File: src/rtl/i2c_slave_responder.sv
// I2C target with a small register file: byte writes land at an auto-incrementing
// pointer (first data byte loads the pointer), reads stream reg[ptr] out MSB first.
// All bus inputs are resynchronized to PCLK. SCL edges and START/STOP are detected
// on the synchronized copies.
`timescale 1ns/1ps
module i2c_slave_responder #(
    parameter logic [6:0] SLAVE_ADDR = 7'h50,
    parameter int         NUM_REGS   = 8
) (
    input  logic                        PCLK,
    input  logic                        PRESETn,
    input  logic                        scl_i,
    input  logic                        sda_i,
    output logic                        sda_oe,
    output logic                        busy,
    output logic                        wr_valid,
    output logic [$clog2(NUM_REGS)-1:0] wr_addr,
    output logic [7:0]                  wr_data
);
    localparam int PW = $clog2(NUM_REGS);

    typedef enum logic [2:0] {
        IDLE, ADDR, ACK_ADDR, RX_BYTE, ACK_RX, TX_BYTE, ACK_TX, WAIT_STOP
    } state_t;

    logic [1:0]    scl_sync, sda_sync;
    logic          scl_d, sda_d;
    logic          scl_s, sda_s;
    logic          scl_rise, scl_fall, start_det, stop_det;

    state_t        state;
    logic [2:0]    bit_cnt;
    logic [6:0]    shreg;
    logic [7:0]    rx_byte;
    logic [7:0]    tx_sh;
    logic          tx_load;
    logic          rw;
    logic          first_byte;
    logic [PW-1:0] ptr;
    logic [7:0]    regs [NUM_REGS];

    assign scl_s     = scl_sync[1];
    assign sda_s     = sda_sync[1];
    assign scl_rise  = scl_s & ~scl_d;
    assign scl_fall  = ~scl_s & scl_d;
    // START/STOP only count while SCL has been stably high for two samples
    assign start_det = scl_s & scl_d & sda_d & ~sda_s;
    assign stop_det  = scl_s & scl_d & ~sda_d & sda_s;
    assign rx_byte   = {shreg, sda_s};

    // Two-flop synchronizers plus one history flop for edge detection; idle bus level is 1
    always_ff @(posedge PCLK or negedge PRESETn) begin
        if (!PRESETn) begin
            scl_sync <= 2'b11;
            sda_sync <= 2'b11;
            scl_d    <= 1'b1;
            sda_d    <= 1'b1;
        end else begin
            scl_sync <= {scl_sync[0], scl_i};
            sda_sync <= {sda_sync[0], sda_i};
            scl_d    <= scl_sync[1];
            sda_d    <= sda_sync[1];
        end
    end

    // Protocol FSM; sda_oe is only updated on SCL falls (or START/STOP, when it is released)
    always_ff @(posedge PCLK or negedge PRESETn) begin
        if (!PRESETn) begin
            state      <= IDLE;
            bit_cnt    <= 3'd0;
            shreg      <= 7'd0;
            tx_sh      <= 8'd0;
            tx_load    <= 1'b0;
            rw         <= 1'b0;
            first_byte <= 1'b0;
            ptr        <= '0;
            sda_oe     <= 1'b0;
            busy       <= 1'b0;
            wr_valid   <= 1'b0;
            wr_addr    <= '0;
            wr_data    <= 8'd0;
            for (int i = 0; i < NUM_REGS; i++) regs[i] <= 8'd0;
        end else begin
            wr_valid <= 1'b0;
            if (stop_det) begin
                state  <= IDLE;
                sda_oe <= 1'b0;
                busy   <= 1'b0;
            end else if (start_det) begin
                state   <= ADDR;
                bit_cnt <= 3'd0;
                sda_oe  <= 1'b0;
                busy    <= 1'b0;
            end else begin
                case (state)
                    IDLE, WAIT_STOP: ;
                    ADDR: if (scl_rise) begin
                        shreg   <= rx_byte[6:0];
                        bit_cnt <= bit_cnt + 3'd1;
                        if (bit_cnt == 3'd7) begin
                            rw <= sda_s;
                            if (shreg == SLAVE_ADDR) begin
                                state <= ACK_ADDR;
                                busy  <= 1'b1;
                            end else begin
                                state <= WAIT_STOP;
                            end
                        end
                    end
                    // First fall pulls SDA for the ACK clock, second fall ends it.
                    // sda_oe itself tells the two falls apart.
                    ACK_ADDR: if (scl_fall) begin
                        if (!sda_oe) begin
                            sda_oe <= 1'b1;
                        end else begin
                            bit_cnt <= 3'd0;
                            if (rw) begin
                                state   <= TX_BYTE;
                                tx_load <= 1'b0;
                                sda_oe  <= ~regs[ptr][7];
                                tx_sh   <= {regs[ptr][6:0], 1'b0};
                            end else begin
                                state      <= RX_BYTE;
                                first_byte <= 1'b1;
                                sda_oe     <= 1'b0;
                            end
                        end
                    end
                    RX_BYTE: if (scl_rise) begin
                        shreg   <= rx_byte[6:0];
                        bit_cnt <= bit_cnt + 3'd1;
                        if (bit_cnt == 3'd7) begin
                            state <= ACK_RX;
                            if (first_byte) begin
                                first_byte <= 1'b0;
                                ptr        <= rx_byte[PW-1:0];
                            end else begin
                                regs[ptr] <= rx_byte;
                                wr_valid  <= 1'b1;
                                wr_addr   <= ptr;
                                wr_data   <= rx_byte;
                                ptr       <= ptr + 1'b1;
                            end
                        end
                    end
                    ACK_RX: if (scl_fall) begin
                        if (!sda_oe) begin
                            sda_oe <= 1'b1;
                        end else begin
                            sda_oe  <= 1'b0;
                            bit_cnt <= 3'd0;
                            state   <= RX_BYTE;
                        end
                    end
                    // After a master ACK the next byte is fetched on the following fall,
                    // so the incremented pointer is already in place.
                    TX_BYTE: begin
                        if (scl_fall) begin
                            if (tx_load) begin
                                tx_load <= 1'b0;
                                sda_oe  <= ~regs[ptr][7];
                                tx_sh   <= {regs[ptr][6:0], 1'b0};
                            end else begin
                                sda_oe <= ~tx_sh[7];
                                tx_sh  <= {tx_sh[6:0], 1'b0};
                            end
                        end
                        if (scl_rise) begin
                            bit_cnt <= bit_cnt + 3'd1;
                            if (bit_cnt == 3'd7) state <= ACK_TX;
                        end
                    end
                    ACK_TX: begin
                        if (scl_fall) sda_oe <= 1'b0;
                        if (scl_rise) begin
                            if (!sda_s) begin
                                ptr     <= ptr + 1'b1;
                                tx_load <= 1'b1;
                                bit_cnt <= 3'd0;
                                state   <= TX_BYTE;
                            end else begin
                                state <= WAIT_STOP;
                            end
                        end
                    end
                    default: state <= IDLE;
                endcase
            end
        end
    end
endmodule

File: config.mk
export PLATFORM = sky130hd
export DESIGN_NAME = i2c_slave_responder
export DESIGN_NICKNAME = d
export VERILOG_FILES = /design/src/rtl/i2c_slave_responder.sv
export SDC_FILE = /design/constraint.sdc
export NUM_CORES = 1
export LEC_CHECK = 0
export ABC_AREA = 1
export BUFFER_PORTS_ARGS = -buffer_cell sky130_fd_sc_hd__buf_2
export CAP_MARGIN = 20
export CORE_UTILIZATION = 50
export DETAILED_ROUTE_END_ITERATION = 6
export MAX_ROUTING_LAYER = met4
export PLACE_DENSITY = 0.64
export SLEW_MARGIN = 20
export SYNTH_ARGS = -nofsm -noshare
export SYNTH_HDL_FRONTEND = slang
export SYNTH_SLANG_ARGS = --single-unit
export TNS_END_PERCENT = 30
File: constraint.sdc
create_clock -name PCLK -period 3.85 [get_ports PCLK]
set_clock_uncertainty 0.1 [all_clocks]
set_input_delay 0.1925 -clock PCLK [delete_from_list [all_inputs] [get_ports PCLK]]
set_output_delay 0.1925 -clock PCLK [all_outputs]
set_load 0.02 [all_outputs]
==> results by stage <==
Run status:
- The run finished with clean final reports.

Synthesis:
- By area the synthesized netlist is led by dfrtp_1 (48%), nand2_1 (12%), o21ai_2 (5.7%).
- Synthesis produced 629 cells.
- The synthesized netlist contains 31 unique library cells.
- The net count after synthesis is 636.
- The mean instance size in the synthesized netlist is 8.61 um2.
- Among all flip-flop cells after synthesis, the most frequent one is dfrtp_1.
- The register area share after synthesis is 51.0%.
- The cell area that synthesis handed to floorplanning was 5410 um2.
- The number of flops mapped to enable cells by yosys is 0.
- The synthesized design devotes to its leading area cell type 48.1% of total area.
- The cell taking the most area after synthesis is dfrtp_1.
- After synthesis the netlist holds a flip-flop and latch count of 110.
- Ranked by instance count, the synthesized netlist is headed by nand2_1 (177), dfrtp_1 (104), nor2_1 (55), o21ai_0 (45), o21ai_1 (40).
- Yosys instantiated no cell more often than nand2_1.
- The post-synthesis async set-or-reset flop share is 100%.
- Yosys printed 0 warnings.

Timing:
- The number of hold-slack violations in the final timing report is 0.
- The worst path needs 2.18 ns of the cycle, external delays included.
- The number of pins exceeding their max-slew limit in the final report is 0.
- For the final routed database, the setup TNS stands at 0 ns.
- Setup repair after global routing left no endpoint under its margin.
- Setup violations remaining at the end of the flow were counted as 0.
- Measured against its own limit, the worst slew margin works out to 46.4%.
- For the pin with the worst max-slew slack, the measured transition is 0.804 ns.
- For this run, the top clock speed supported by timing is 458 MHz.
- Of the available clock period, the critical path in the final layout requires 56.7%.

Worst hold path:
- The min-delay analysis places its worst path in the category flop to flop.
- The end point of the worst hold path is scl_sync[1]$_DFF_PN1_.
- The start point of the worst hold path is scl_sync[0]$_DFF_PN1_.
- Along the worst hold path, the cell count comes to 0.

Setup path:
- The delay of the slowest critical-path stage is 0.38 ns.
- The highest fanout seen on the critical path is 23.
- The highest-delay cell along the critical path is dfrtp_1.
- Across all register-to-register paths, the minimum setup slack is 1.67 ns.
- The kind of cell with the highest combined delay along the critical path is simple AND/OR/NAND/NOR gates.
- STA classifies the critical path startpoint as a flop.
- The buffering stage count on the worst path with inverters included is 0.
- The critical path goes through ha_1 > ha_1 > nand4_4 > nor2_4 > nand2_4 > nor2_8 > nand2_4 > nand2_1 > o21ai_2.
- The number of cells on the worst reg-to-reg path is 9.
- The startpoint of the lowest-slack register-to-register path is bit_cnt[0]$_DFFE_PN0P_.
- In this run the critical register-to-register path is captured at regs[52]$_DFFE_PN0P_.
- The endpoint kind of the worst setup timing path is a flop.
- The critical path is of the flop to flop type.
- The arrival time at the worst endpoint is 2.34 ns.
- The data required time of the worst path is 4.01 ns.

Clock tree:
- The clock buffer count from CTS is 9.
- The maximum level of the CTS H-tree is 3.
- The clock root buffer is clkbuf_8.
- The TritonCTS sink count is 110.
- The later pin in the worst-skew pair is clocked with a latency of 0.40 ns.
- TritonCTS built the clock tree.
- The clock transition at the registers of the reported paths is 0.11 ns.
- The maximum root-to-sink buffer count is 2.

Cells and area:
- The share of cells above drive strength 1 is 17.1%.
- The repair_antennas step left the layout with diodes totalling 0.
- The layout has 966 filler cells.
- The area growth from synthesis to layout is 5.96%.
- The area of all placed cells without fillers is 5740 um2.
- The post-route core utilization is 55.1%.
- The final layout net count is 645.
- The final cell count without fillers is 779.

Job:
- Max-cap violations in this run came to 0.

Floorplan:
- The die is 106 um wide.
- In this run the core area contains 37 standard-cell rows.
- The full die area is 11200 um2.
- 18 I/O pins were placed.
- The initial utilization of the core area, before any placement, comes to 52.0%.
- The die is 106 um tall.
- The area of the placeable core is 10400 um2.

Detailed routing:
- After detailed routing, the number of remaining DRC violations is 0.
- After detailed routing, the total wire length is 12.3 mm.
- The detailed-route via count is 4219.
- The routed length per placed instance is 15.8 um.
- The total iterations of the first detailed-routing run is 4.
- The initial DRC count is 294.
- The average vias per placed instance is 5.42.
- Once detail routing completed, the nets flagged for antenna violations numbered 0.

GRT:
- The number of global-route vias before repair is 3971.
- The pin count of the biggest net entering global routing is 88.
- The global-route wire length before repair is 20.5 mm.
- The global routing usage summed across all routing layers is 24.7%.
- The final global-route overflow total is 0.
- The initial antenna violation count came to 0.

Placement:
- Once placement completed, the tool counted placed cells totaling 760.
- The final weighted congestion of routability-driven global placement is 0.886.
- The placed cell area is 5520 um2.
- Input and output buffers added on the ports amount to 17.
- The post-detailed-placement half-perimeter wirelength is 8.27 mm.

Pwr:
- The total power density per cell area is 579 nW/um2.
- IR analysis of the VDD net gives a maximum drop of 0.000413 V.
- The analysis attributes to cell leakage a power of 0.00285 uW.
per-stage QoR:
step | worst slack [ns] | hold WS [ns] | total power [uW]
after floorplan | 2.01 | -0.203 | 2360
after global placement | 1.72 | 0.197 | 2640
after detailed placement | 1.65 | 0.199 | 2660
after CTS | 1.64 | 0.259 | 3320
after global routing | 1.49 | 0.268 | 3560
final | 1.67 | 0.268 | 3320
area by class of cell:
class	instances	area [um2]	area share (%)
clock buffer	11	141	2.46
clock inverter	5	41.3	0.720
inverter	48	180	3.14
multi-input combinational	447	2310	40.2
sequential	110	2760	48.1
tap	136	170	2.97
timing repair buffer	22	136	2.38
report_power, final:
part | switching [uW] | total, uW | internal, uW
combinational | 859 | 1210 | 351
clock | 408 | 668 | 260
sequential | 168 | 1440 | 1270
flip-flops by register name, indices dropped and copies added, names as in the netlist:
name and count:
regs 64, sda_d 1, ptr 3, wr_data 8
bit_cnt 3, state 3, tx_sh 7, busy 1
scl_sync 2, wr_addr 3, first_byte 1, rw 1
shreg 7, wr_valid 1, tx_load 1, sda_sync 2
scl_d 1, sda_oe 1
repair_timing:
action / CTS / global route
endpoints found under the hold margin: 87 / 0
setup buffers: 0 / 0
hold buffers: 3 / 0
gates resized for setup: 0 / 0
cell families (layout without fill, tap and decap cells):
logic type	after synthesis	after routing	share of synthesized area, %
AND/OR/NAND/NOR	293	293	24.8
AO/OA/AOI/OAI	150	150	17.0
adder cells (fa/ha/maj)	3	3	0.693
flip-flops	110	110	51.0
XOR/XNOR	1	1	0.162
buffers and inverters	72	86	6.40
layer usage:
metal | up-vias | part of all wire [%] | track usage (%)
met2 | 103 | 46 | 38.8
li1 | 2076 | - | -
met4 | 0 | 1.1 | 6.05
met1 | 2028 | 48 | 33.0
met5 | - | 0 | -
met3 | 12 | 5.0 | 5.27
worst register-to-register path, cell delays in order (launching register included):
cell	delay [ns]
dfrtp_1	0.38
ha_1	0.17
ha_1	0.31
nand4_4	0.16
nor2_4	0.14
nand2_4	0.19
nor2_8	0.23
nand2_4	0.18
nand2_1	0.13
o21ai_2	0.06
cell usage in the layout (no fill, tap or decap), types with 6 or more instances in the layout:
cell type,synthesis,layout
dfrtp_1,104,104
nor2_1,55,55
nor2_4,6,6
a21oi_1,15,15
inv_2,11,11
nand3_1,26,26
dfstp_2,6,6
o21ai_1,40,40
clkbuf_8,0,10
nand2_4,9,9
o21ai_2,35,35
o211ai_1,8,8
nand2_1,177,177
buf_2,7,16
inv_1,37,37
o21ai_0,45,45
worst max path at each step:
stage                                 from              endpoint  slack (ns)  cells after the start
CTS                 bit_cnt[0]$_DFFE_PN0P_  regs[52]$_DFFE_PN0P_        1.64                      9
detailed placement  bit_cnt[0]$_DFFE_PN0P_  regs[52]$_DFFE_PN0P_        1.65                      9
global placement    bit_cnt[0]$_DFFE_PN0P_  regs[28]$_DFFE_PN0P_        1.72                      9
floorplan           bit_cnt[0]$_DFFE_PN0P_  regs[29]$_DFFE_PN0P_        2.01                     10
global route        bit_cnt[0]$_DFFE_PN0P_  regs[26]$_DFFE_PN0P_        1.49                      9
finish              bit_cnt[0]$_DFFE_PN0P_  regs[52]$_DFFE_PN0P_        1.67                      9
No activity file was read; power rests on OpenSTA's default activity.
